`src/rtl/aes_resp_misr.sv`:
```
`default_nettype none
// +------------------------------------------------------------------------+
// | Module      : aes_resp_misr                                            |
// | Description : Compacts the aes_128 ciphertext stream into a 128-bit    |
// |               MISR over a programmed number of encryptions, then       |
// |               compares the signature with a golden value.              |
// | Revision    : 1.0 - initial release                                    |
// +------------------------------------------------------------------------+
module aes_resp_misr #(
    parameter int                 DATA_W    = 128,
    parameter int                 LATENCY   = 21,
    parameter logic [DATA_W-1:0]  MISR_SEED = '0,
    parameter logic [DATA_W-1:0]  MISR_POLY = 128'h87
) (
    input  logic              clk,
    input  logic              rst_n,
    input  logic              start,
    input  logic [31:0]       num_tests,
    input  logic [DATA_W-1:0] aes_out,
    input  logic [DATA_W-1:0] expected_sig,
    output logic              busy,
    output logic              done,
    output logic              pass,
    output logic [DATA_W-1:0] signature,
    output logic [31:0]       sample_count
);

    localparam logic [2:0] c_st_idle    = 3'd0;
    localparam logic [2:0] c_st_warmup  = 3'd1;
    localparam logic [2:0] c_st_capture = 3'd2;
    localparam logic [2:0] c_st_compare = 3'd3;
    localparam logic [2:0] c_st_done    = 3'd4;

    // Warm-up starts at LATENCY-1 so the first CAPTURE edge is E0+LATENCY.
    localparam logic [7:0] c_warm_init  = 8'(LATENCY - 1);

    logic [2:0]        r_state;
    logic [2:0]        w_next_state;
    logic [7:0]        r_warm_cnt;
    logic [31:0]       r_num_tests;
    logic [DATA_W-1:0] r_sig;
    logic [31:0]       r_count;
    logic              r_busy;
    logic              r_done;
    logic              r_pass;

    logic              w_idle_like;
    logic              w_last;
    logic [DATA_W-1:0] w_misr_next;

    // A start is only honoured when no run is in flight.
    assign w_idle_like = (r_state == c_st_idle) || (r_state == c_st_done);
    assign w_last      = (r_count == (r_num_tests - 32'd1));
    assign w_misr_next = {r_sig[DATA_W-2:0], 1'b0}
                       ^ (r_sig[DATA_W-1] ? MISR_POLY : '0)
                       ^ aes_out;

    // State register.
    always_ff @(posedge clk or negedge rst_n) begin
        if (!rst_n) begin
            r_state <= c_st_idle;
        end else begin
            r_state <= w_next_state;
        end
    end

    // Next-state decode: warm-up skipped for LATENCY==1, capture skipped for N==0.
    always_comb begin
        w_next_state = r_state;
        case (r_state)
            c_st_idle, c_st_done: begin
                if (start) begin
                    if (num_tests == 32'd0) begin
                        w_next_state = c_st_compare;
                    end else if (LATENCY == 1) begin
                        w_next_state = c_st_capture;
                    end else begin
                        w_next_state = c_st_warmup;
                    end
                end
            end
            c_st_warmup: begin
                if (r_warm_cnt == 8'd1) begin
                    w_next_state = c_st_capture;
                end
            end
            c_st_capture: begin
                if (w_last) begin
                    w_next_state = c_st_compare;
                end
            end
            c_st_compare: begin
                w_next_state = c_st_done;
            end
            default: begin
                w_next_state = c_st_idle;
            end
        endcase
    end

    // Datapath: run setup, warm-up countdown, MISR compaction and final compare.
    always_ff @(posedge clk or negedge rst_n) begin
        if (!rst_n) begin
            r_warm_cnt  <= '0;
            r_num_tests <= '0;
            r_sig       <= MISR_SEED;
            r_count     <= '0;
            r_busy      <= 1'b0;
            r_done      <= 1'b0;
            r_pass      <= 1'b0;
        end else begin
            case (r_state)
                c_st_idle, c_st_done: begin
                    if (start) begin
                        r_sig       <= MISR_SEED;
                        r_count     <= '0;
                        r_num_tests <= num_tests;
                        r_warm_cnt  <= c_warm_init;
                        r_busy      <= 1'b1;
                        r_done      <= 1'b0;
                        r_pass      <= 1'b0;
                    end
                end
                c_st_warmup: begin
                    r_warm_cnt <= r_warm_cnt - 8'd1;
                end
                c_st_capture: begin
                    r_sig   <= w_misr_next;
                    r_count <= r_count + 32'd1;
                end
                c_st_compare: begin
                    r_pass <= (r_sig == expected_sig);
                    r_done <= 1'b1;
                    r_busy <= 1'b0;
                end
                default: begin
                end
            endcase
        end
    end

    assign busy         = r_busy;
    assign done         = r_done;
    assign pass         = r_pass;
    assign signature    = r_sig;
    assign sample_count = r_count;

endmodule
`default_nettype wire
```
`config.mk`:
```
export PLATFORM = sky130hd
export DESIGN_NAME = aes_resp_misr
export DESIGN_NICKNAME = d
export VERILOG_FILES = /design/src/rtl/aes_resp_misr.sv
export SDC_FILE = /design/constraint.sdc
export NUM_CORES = 1
export LEC_CHECK = 0
export ABC_AREA = 1
export CORE_MARGIN = 1.5
export CORE_UTILIZATION = 30
export CTS_CLUSTER_DIAMETER = 30
export DETAILED_ROUTE_END_ITERATION = 6
export SLEW_MARGIN = 40
export SYNTH_ARGS = -nofsm -noshare
export SYNTH_HDL_FRONTEND = slang
export SYNTH_SLANG_ARGS = --single-unit
```
`constraint.sdc`:
```
create_clock -name clk -period 1.8 [get_ports clk]
set_input_delay 0.36 -clock clk [delete_from_list [all_inputs] [get_ports clk]]
set_output_delay 0.36 -clock clk [all_outputs]
set_load 0.02 [all_outputs]
```
==> results of run 1 <==
==> placed cells by master (no fill, tap or decap), types with 7 or more instances in the layout <==
cell type	n
nor2_1	104
buf_4	212
clkbuf_8	17
clkdlybuf4s15_2	26
clkdlybuf4s50_1	289
a32o_1	87
or2_2	113
nand2_2	13
inv_1	165
clkbuf_16	71
nor4_1	10
clkdlybuf4s15_1	32
clkbuf_2	14
nor2_2	23
nand2_1	361
xnor2_1	85
nand4_1	43
nand3_1	45
bufinv_16	9
nand2_4	7
dfrtp_1	188
buf_6	13
clkbuf_1	14
xor2_1	53
dfrtp_2	18
clkinv_2	7
inv_2	10
nor2_4	21
o32ai_1	39
a21oi_1	10
o21ai_0	39
nor3_1	8
nor3_2	8
dlygate4sd2_1	86
buf_12	11
==> critical path: cells and delay by family, from the launching register on <==
kind,cells,cell delay (ps)
buffers and inverters,2,200
DFF,1,420
and+or+nand+nor,15,1310
==> layer usage <==
metal  up-vias  track usage
met1      6842       0.2937
met4        12       0.1107
li1       6714            -
met2       465       0.4478
met3       115      0.07125
met5         -            0
==> power groups by stage <==
stage	logic (W)	clock network, W	registers (W)
2_1_floorplan	0.00651	0	0.00911
3_3_place_gp	0.0149	0	0.00800
3_5_place_dp	0.0151	0	0.00802
4_1_cts	0.0154	0.0127	0.00801
5_1_grt	0.0170	0.0131	0.00831
6_report	0.0158	0.0126	0.00806
==> per-stage QoR <==
stage	TNS, ps	worst slack [ps]	hold WS, ps	total power (W)
2_1_floorplan	-38.26	-18.82	64.41	0.01561
3_5_place_dp	-33020	-697.9	295.2	0.02311
3_3_place_gp	-29140	-654.4	292.6	0.02291
5_1_grt	-4237	-364.5	315.6	0.03841
4_1_cts	-3392	-216.0	282.8	0.03617
6_report	-1975	-251.3	279.5	0.03640
==> cell type report <==
| type | count | area (um2) |
|---|---|---|
| Sequential cell | 206 | 5177 |
| Multi-Input combinational cell | 1139 | 7131 |
| Clock inverter | 22 | 371.6 |
| Antenna cell | 1 | 2.502 |
| Clock buffer | 102 | 2063 |
| Inverter | 181 | 706.9 |
| Timing Repair Buffer | 695 | 6485 |
| Fill cell | 3834 | 19150 |
| Tap cell | 539 | 674.4 |
==> synth_stat cells, types with 5 or more instances <==
master    count  share of area
a32o_1       87          0.069
nand3b_1      6         0.0036
nor2_4        5         0.0045
o21ai_0      43          0.017
nand2_1     379           0.11
inv_1       172          0.051
or2_2       113          0.056
o32ai_1      39          0.027
mux2i_1       5         0.0040
xor2_1       53          0.037
inv_2         7         0.0021
buf_1         7         0.0021
buf_2         6         0.0024
nor2_1      133          0.039
nor4_1       17         0.0084
clkbuf_1     29         0.0086
nor2_2       10         0.0049
a21oi_1      14         0.0055
xnor2_1      86          0.060
nor3_1       16         0.0063
nand4_1      43          0.021
dfrtp_1     206           0.41
nand3_1      50          0.020
==> state kept, by name (all words and copies together), names as in the netlist <==
register      cells
signature       128
r_num_tests      32
sample_count     32
r_warm_cnt        8
r_state           3
busy              1
done              1
pass              1
==> kinds of logic after synthesis <==
family / Yosys count / synth area share
xor gates and xnor gates: 139 / 0.09630
buffers and inverters: 226 / 0.06839
AOI/OAI and AO/OA: 205 / 0.1306
muxes: 5 / 0.003959
DFF: 206 / 0.4078
adders and majority gates: 4 / 0.003959
and+or+nand+nor: 786 / 0.2890
==> worst paths after layout <==
| path | to | slack (ps) |
|---|---|---|
| worst max-delay path | r_state[2]$_DFFE_PN0P_ | -250 |
| worst min-delay path | signature[67]$_DFFE_PN0P_ | 280 |
| worst max register to register | r_state[2]$_DFFE_PN0P_ | -250 |
| worst min register to register | busy$_DFFE_PN0P_ | 460 |
| max in group asynchronous | signature[7]$_DFFE_PN0P_ | 900 |
| min in group clk | r_num_tests[4]$_DFFE_PN0P_ | 400 |
==> timing repair <==
item	4_1_cts	5_1_grt
setup buffers	17	10
pin swaps	18	22
cloned	4	0
hold endpoints to repair	33	0
setup endpoints to repair	288	193
gates resized for setup	331	114
hold buffers	1	0
==> impl_results.md, run 1 <==
- Status: complete, but fails checks
- Failing checks: setup timing
- Fin crit period: ~2100 ps
- Antenna viol nets, final: 0
- Core area: between 40000 and 50000 um2
- Syn_area_per_cell: 8.047 um2
- GRT overflow: 0
- Worst min path class: in2async
- Total track usage: 0.2569
- Routed wl met2: 28130 um
- Cell mode on critical path: nand2_1
- Critical path's slowest cell: dfrtp_1
- Total vias in the final route: 14.15k
- Top sig layer: met5
- Post-DP Area: ~20000 um2
- Worst vdd ir: between 0.8 and 0.9 mV
- Placed cells: 2734
- Final Hold Viols: 0
- Slew Limit Fails: 0
- Die height: roughly 210 um
- Reg2reg path depth: 17
- Layout Nets: between 2k and 3k
- First-pass GRT wire length: between 80000 and 90000 um
- Starting Density: 0.3027
- Post-synth cell types: 46
- Maximum fanout along the worst path: 6
- DR pass1 iterations: 5
- Net Count, Synth: roughly 1.9k
- Crit. End Element: flip-flop
- Mapped Cells: between 1.5k and 2k
- Clock skew: roughly 18 ps
- Most used flip-flop cell after synthesis: dfrtp_1
- # DRC: 0
- Period Utilization, post-route: 1.140
- Vias in the first global route: around 15k
- Crit start category: flip-flop
- Power Density: roughly 1600 nW/um2
- Largest net degree at the start of global routing: 58
- Placer Congestion: roughly 0.9
- Finished Layout Cells: between 2k and 3k
- Sw frac: 0.3805
- Die width: between 200 and 250 um
- Clock share of power: 0.345
- Routed WL per cell: between 15 and 20 um
- Flops & latches, synth: about 200
- Critical path arrival: approximately 2500 ps
- Crit-path cells: nor2_2 -> nand2_2 -> nor2_4 -> buf_12 -> nand2_4 -> inv_4 -> nand2_1 -> nand2_1 -> nand2_1 -> nor2_1 -> nand2_1 -> nor2_2 -> nand3_2 -> nand2_4 -> nand3_2 -> nand2_1 -> nand2_1
- CP Class: reg2reg
- Clock transition at path regs: ~40 ps
- Clock tree buffer depth: 3
- Area delta synth->final: 78.86%
- Setup WS post-layout: -251.3 ps
- Final Util: 0.5415
- R2R Path Start: r_num_tests[3]$_DFFE_PN0P_
- CTS buffer count: between 60 and 70
- EDFF count, synth: 0
- Fin area: 22610 um2
- Met3 routed WL: slightly below 4000 um
- Buffers on Ports: about 450
- Detail Placement HPWL: approximately 42000 um
- CP required: between 2000 and 2500 ps
- Logic pwr share: 0.433
- YS warnings: 0
- Relative slew slack: 0.6792
- Share of cells above drive strength 1: 0.2768
- Sw Pwr: 0.01385 W
- Peak Freq: 487.5 MHz
- FFs w/ async S/R, synth: 1.000
- Initial antenna violation count: 9
- Sequential share of power: 0.222
- Die footprint: approximately 43000 um2
- Number of H-tree levels: 3
- Leak pwr: 10.66 nW
- Final setup vio count: 15
- P_int: between 0.02 and 0.025 W
- Root Buffer: clkbuf_16
- Worst-Margin Slew: 481.2 ps
- Netlist Area Pre-Place: 12640 um2
- Crit path largest cell delay: 420 ps
- M1 wire length: 22170 um
- Sequential area share after synthesis: 0.4078
- Vias per cell: 4.904
- Sinks on Clock Net: between 200 and 250
- CTS tree: built
- Post-Route WL: 56270 um
- RSZ-0062 raised after global routing: true
- Iteration-0 DRC Markers: 720
- Row count: 75
- Clk Latency, worst-skew pair: roughly 570 ps
- Number of max-cap violations: 0
- Crit. Startpoint: r_num_tests[3]$_DFFE_PN0P_
- I/O pin count: approximately 450
(Power assumes the default switching activity.)
==> run 2: changes to the inputs <==
PLACE_DENSITY_LB_ADDON = 0.05   (was default)
==> run 2 against run 1 <==
Cell count grew 1.8%. Die area is the same. Cell area grew 1.5%. Non-clock buffer count grew 38. The run still ends with setup timing left.
==> impl_results.md, run 2 (synthesis results as in run 1) <==
- Status: complete, but fails checks
- Failing checks: setup timing
- Crit start category: flip-flop
- Final setup vio count: 15
- Share of cells above drive strength 1: 0.3053
- Sequential Area: just over 5000 um2
- Worst reg2reg endpoint: r_state[2]$_DFFE_PN0P_
- Worst min path class: in2async
- Sinks on Clock Net: between 200 and 250
- Setup WS post-layout: -228.2 ps
- Clock transition at path regs: roughly 40 ps
- Clk Latency, worst-skew pair: about 580 ps
- First-pass GRT wire length: roughly 84000 um
- Commonest non-fill, non-tap cells in the layout: nand2_1 (366), clkdlybuf4s50_1 (289), buf_4 (236)
- Placer Congestion: about 0.91
- Die footprint: approximately 43000 um2
- Total vias in the final route: ~14k
- Antenna viol nets, final: 0
- Clock tree buffer depth: 3
- Fin area: 22960 um2
- Crit-path cells: nor2_1 -> buf_4 -> nand2_2 -> nor2_4 -> buf_6 -> nand3b_1 -> nand2_1 -> nand3_2 -> nor2_1 -> nand2_1 -> nor2_2 -> nand3_2 -> nand2_4 -> nand3_2 -> nand2_1 -> nand2_1
- CP Class: reg2reg
- Maximum fanout along the worst path: 4
- Core area: roughly 42000 um2
- DR pass1 iterations: 5
- Worst vdd ir: 0.7566 mV
- Root Buffer: clkbuf_16
- Placed cells: between 2k and 3k
- # DRC: 0
- Hold_ws: around 240 ps
- Setup Slack @ Placement: -502.1 ps
- Iteration-0 DRC Markers: a little under 700
- I/O pin count: between 400 and 500
- CP top delay family: simple AND/OR/NAND/NOR gates
- CTS tree: built
- Peak Freq: around 500 MHz
- Largest register FFs: around 130
- Number of H-tree levels: 3
- Routed WL per cell: roughly 19 um
- Die width: 208.3 um
- Clock skew: 18.73 ps
- P_int: 0.02318 W
- R2R Path Start: r_num_tests[7]$_DFFE_PN0P_
- Critical path's slowest cell: dfrtp_1
- Starting Density: 0.3027
- Total track usage: 0.2562
- Fin crit period: 2028 ps
- Post-Route WL: around 57000 um
- Largest net degree at the start of global routing: 58
- CP required: between 2000 and 2500 ps
- # fillers: 3883
- Number of max-cap violations: 0
- Vias per cell: around 4.7
- Power Density: 1629 nW/um2
- Relative slew slack: 0.7282
- Worst-Margin Slew: between 400 and 500 ps
- Worst reg-to-reg setup slack: -230 ps
- Sequential share of power: 0.215
- Clock share of power: 0.337
- Row count: 75
- Buffers & Inverters on Critical Path: 2
- Leak pwr: roughly 11 nW
- Layout Nets: between 2k and 3k
- Initial antenna violation count: 8
- Crit. End Element: flip-flop
- Critical path arrival: between 2000 and 2500 ps
- CTS buffer count: 74
- Reg2reg path depth: 16
- Post-DP Area: roughly 20000 um2
- Multi-input gate area: between 7000 and 8000 um2
- Detail Placement HPWL: between 40000 and 50000 um
- Finished Layout Cells: approximately 2.9k
- GRT overflow: 0
- Vias in the first global route: ~14k
- Cell mode on critical path: nand2_1
- RSZ-0062 raised after global routing: true
- Sw frac: 0.3801
- Crit path largest cell delay: ~400 ps
- Period Utilization, post-route: 1.127
- Sw Pwr: approximately 0.014 W
- Buffers on Ports: 453
- Slew Limit Fails: 0
- Final Hold Viols: 0
- Area delta synth->final: 81.60%
- Die height: around 210 um
- Logic pwr share: 0.448
- Commonest non-fill, non-tap cell in the layout: nand2_1
- Final Util: 0.5498
[run 2: metrics by stage]
step / power [W] / setup TNS (ps)
2_1_floorplan: 0.01561 / -38.26
3_3_place_gp: 0.02332 / -23480
3_5_place_dp: 0.02339 / -23850
4_1_cts: 0.03710 / -3861
5_1_grt: 0.03953 / -6385
6_report: 0.03739 / -2268
[run 2: layer usage]
layer  vias up  routed length, um  GRT usage
li1       6818                  -          -
met1      6572              23280     0.3019
met2       414              28100     0.4400
met3        93               3906    0.08075
met4         8               1361    0.08533
met5         -                 55          0
[run 2: power by group through the flow]
stage,registers [W],logic [W],clock network [W]
2_1_floorplan,0.00911,0.00651,0
4_1_cts,0.00801,0.0163,0.0128
3_5_place_dp,0.00801,0.0154,0
3_3_place_gp,0.00803,0.0153,0
5_1_grt,0.00832,0.0181,0.0131
6_report,0.00805,0.0167,0.0126
[run 2: layout make-up]
type,count,area share
Tap cell,539,0.02937
Timing Repair Buffer,733,0.2988
Inverter,181,0.03128
Antenna cell,5,0.0005450
Sequential cell,206,0.2255
Clock buffer,104,0.09390
Multi-Input combinational cell,1139,0.3068
Clock inverter,31,0.01384
[run 2: worst max-delay path by stage]
stage	slack (ps)	from	endpoint	cells past startpoint
final	-230	r_num_tests[7]$_DFFE_PN0P_	r_state[2]$_DFFE_PN0P_	16
after detailed placement	-500	expected_sig[83]	pass$_DFFE_PN0P_	8
after global routing	-380	r_num_tests[1]$_DFFE_PN0P_	r_state[2]$_DFFE_PN0P_	16
after floorplan	-20	sample_count[10]$_DFFE_PN0P_	sample_count[24]$_DFFE_PN0P_	10
after global placement	-480	expected_sig[51]	pass$_DFFE_PN0P_	9
after CTS	-280	r_state[1]$_DFFE_PN0P_	sample_count[24]$_DFFE_PN0P_	12
[run 2: what timing repair did]
action / in CTS / in global routing
gates resized for setup: 395 / 140
setup buffers: 25 / 17
endpoints found under the setup margin: 275 / 200
pin swaps: 20 / 37
gates cloned: 6 / 3
hold endpoints to repair: 89 / 0
hold buffers: 1 / 0
==> run 3: changes to the inputs <==
PLACE_DENSITY_LB_ADDON = 0.1   (was 0.05)
==> run 3 against run 2 <==
The run still ends with setup timing left. Global-route usage fell by 0.16 points. Cell count down 1.6%. Worst setup slack worse by 65 ps. Critical path type unchanged. Critical endpoint is now sample_count[26]$_DFFE_PN0P_.
==> impl_results.md, run 3 (synthesis results as in run 1) <==
- Status: complete, but fails checks
- Failing checks: setup timing
- Buffers on Ports: 453
- Period Utilization, post-route: 1.163
- Antenna viol nets, final: 0
- Largest register FFs: approximately 130
- Relative slew slack: 0.6325
- CP Class: reg2reg
- Share of cells above drive strength 1: 0.2774
- Vias in the first global route: 14.32k
- Iteration-0 DRC Markers: 685
- Detail Placement HPWL: 42190 um
- Largest net degree at the start of global routing: between 50 and 60
- M1 wire length: ~22000 um
- Setup TNS: -4419 ps
- Met3 routed WL: 4465 um
- # DRC: 0
- Routed wl met2: around 28000 um
- Peak Freq: between 400 and 500 MHz
- Root Buffer: clkbuf_16
- Number of H-tree levels: 3
- Crit. Startpoint: r_state[1]$_DFFE_PN0P_
- GRT overflow: 0
- # fillers: approximately 4k
- Sinks on Clock Net: between 200 and 250
- Clk Latency, worst-skew pair: roughly 580 ps
- RSZ-0062 raised after global routing: true
- Total track usage: 0.2547
- Die height: roughly 210 um
- CTS tree: built
- Hold_ws: 280.7 ps
- Fin crit period: ~2100 ps
- Worst min path class: in2async
- Row count: 75
- Area delta synth->final: 76.20%
- Number of max-cap violations: 0
- Maximum fanout along the worst path: 3
- Core area: 41760 um2
- Power Density: around 1600 nW/um2
- CTS buffer count: 72
- Final setup vio count: 79
- Post-Route WL: between 50000 and 60000 um
- Commonest non-fill, non-tap cell in the layout: nand2_1
- Total vias in the final route: between 10k and 15k
- Crit start category: flip-flop
- Initial antenna violation count: 11
- Worst-Margin Slew: between 500 and 600 ps
- Leak pwr: approximately 11 nW
- Clock tree buffer depth: 3
- Top sig layer: met5
- R2R Path Start: r_state[1]$_DFFE_PN0P_
- Setup WS post-layout: -293.1 ps
- Placer Congestion: 0.8851
- Worst vdd ir: 0.7500 mV
- CP required: approximately 2200 ps
- Layout Nets: 2585
- Final Hold Viols: 0
- DR pass1 iterations: 5
- Starting Density: 0.3027
- Critical path arrival: about 2500 ps
- Clock skew: 24.43 ps
- Slew Limit Fails: 0
- Die width: between 200 and 250 um
- Crit. End Element: flip-flop
- Routed WL per cell: 19.25 um
- Vias per cell: between 4 and 5
- Commonest non-fill, non-tap cells in the layout: nand2_1 (366), clkdlybuf4s50_1 (289), buf_4 (208)
- Clock transition at path regs: 40 ps
- First-pass GRT wire length: 84000 um
- I/O pin count: 454
- Die footprint: between 40000 and 50000 um2
run 3: stage by stage:
step	power, W	area [um2]	util	worst slack [ps]	instances
after CTS	0.03533	22120	0.5297	-320.7	2877
after detailed placement	0.02325	19530	0.4676	-671.0	2734
after global placement	0.02315	19530	0.4676	-710.1	2734
after floorplan	0.01561	12700	-	-18.82	1571
final	0.03533	22280	0.5334	-293.1	2890
after global routing	0.03742	22270	0.5332	-411.4	2886
run 3: path summary, 6_finish.rpt:
check                                               end  slack [ps]  cells after the start
hold reg to reg                        done$_DFFE_PN0P_         470                      2
min in group clk            r_num_tests[18]$_DFFE_PN0P_         390                      3
max in group asynchronous     signature[21]$_DFFE_PN0P_         800                      3
hold / removal                signature[58]$_DFFE_PN0P_         280                      2
setup reg to reg           sample_count[26]$_DFFE_PN0P_        -290                     12
setup / recovery           sample_count[26]$_DFFE_PN0P_        -290                     12
run 3: critical path: stages, from the launching register on:
cell     delay [ps]
dfrtp_1         360
inv_2            60
nor3_4          300
buf_6           150
nand3_4          70
nor4_4          260
nand2_2         150
nor3_4          180
nand2_2         100
nor2_4          110
nand2_2          90
nor2_2          100
a21oi_2          40
run 3: cell type report:
cell class / count / area, um2 / area share
timing repair buffer: 690 / 6360 / 0.2855
inverter: 181 / 685.7 / 0.03078
clock inverter: 34 / 306.5 / 0.01376
multi-input combinational: 1139 / 6975 / 0.3131
sequential: 206 / 5174 / 0.2323
tap: 539 / 674.4 / 0.03028
clock buffer: 97 / 2090 / 0.09380
antenna: 4 / 10.01 / 0.0004494
run 3: repair_timing:
action / in CTS / in global routing
endpoints found under the setup margin: 183 / 205
hold buffers: 1 / 0
hold endpoints to repair: 43 / 0
buffers inserted: 11 / 11
cloned: 1 / 1
pin swaps: 14 / 21
gates resized for setup: 323 / 113
run 3: metal layers:
layer,up-vias,global-route usage
li1,6711,-
met1,6618,0.2921
met2,431,0.4491
met3,100,0.08498
met4,12,0.07224
met5,-,0
run 3: report_power, final:
part           switching, W  total (W)  leakage (nW)  internal (W)
registers           0.00187    0.00810          2.66       0.00623
clock network       0.00362     0.0121          1.20       0.00849
logic               0.00817     0.0151          6.64       0.00695
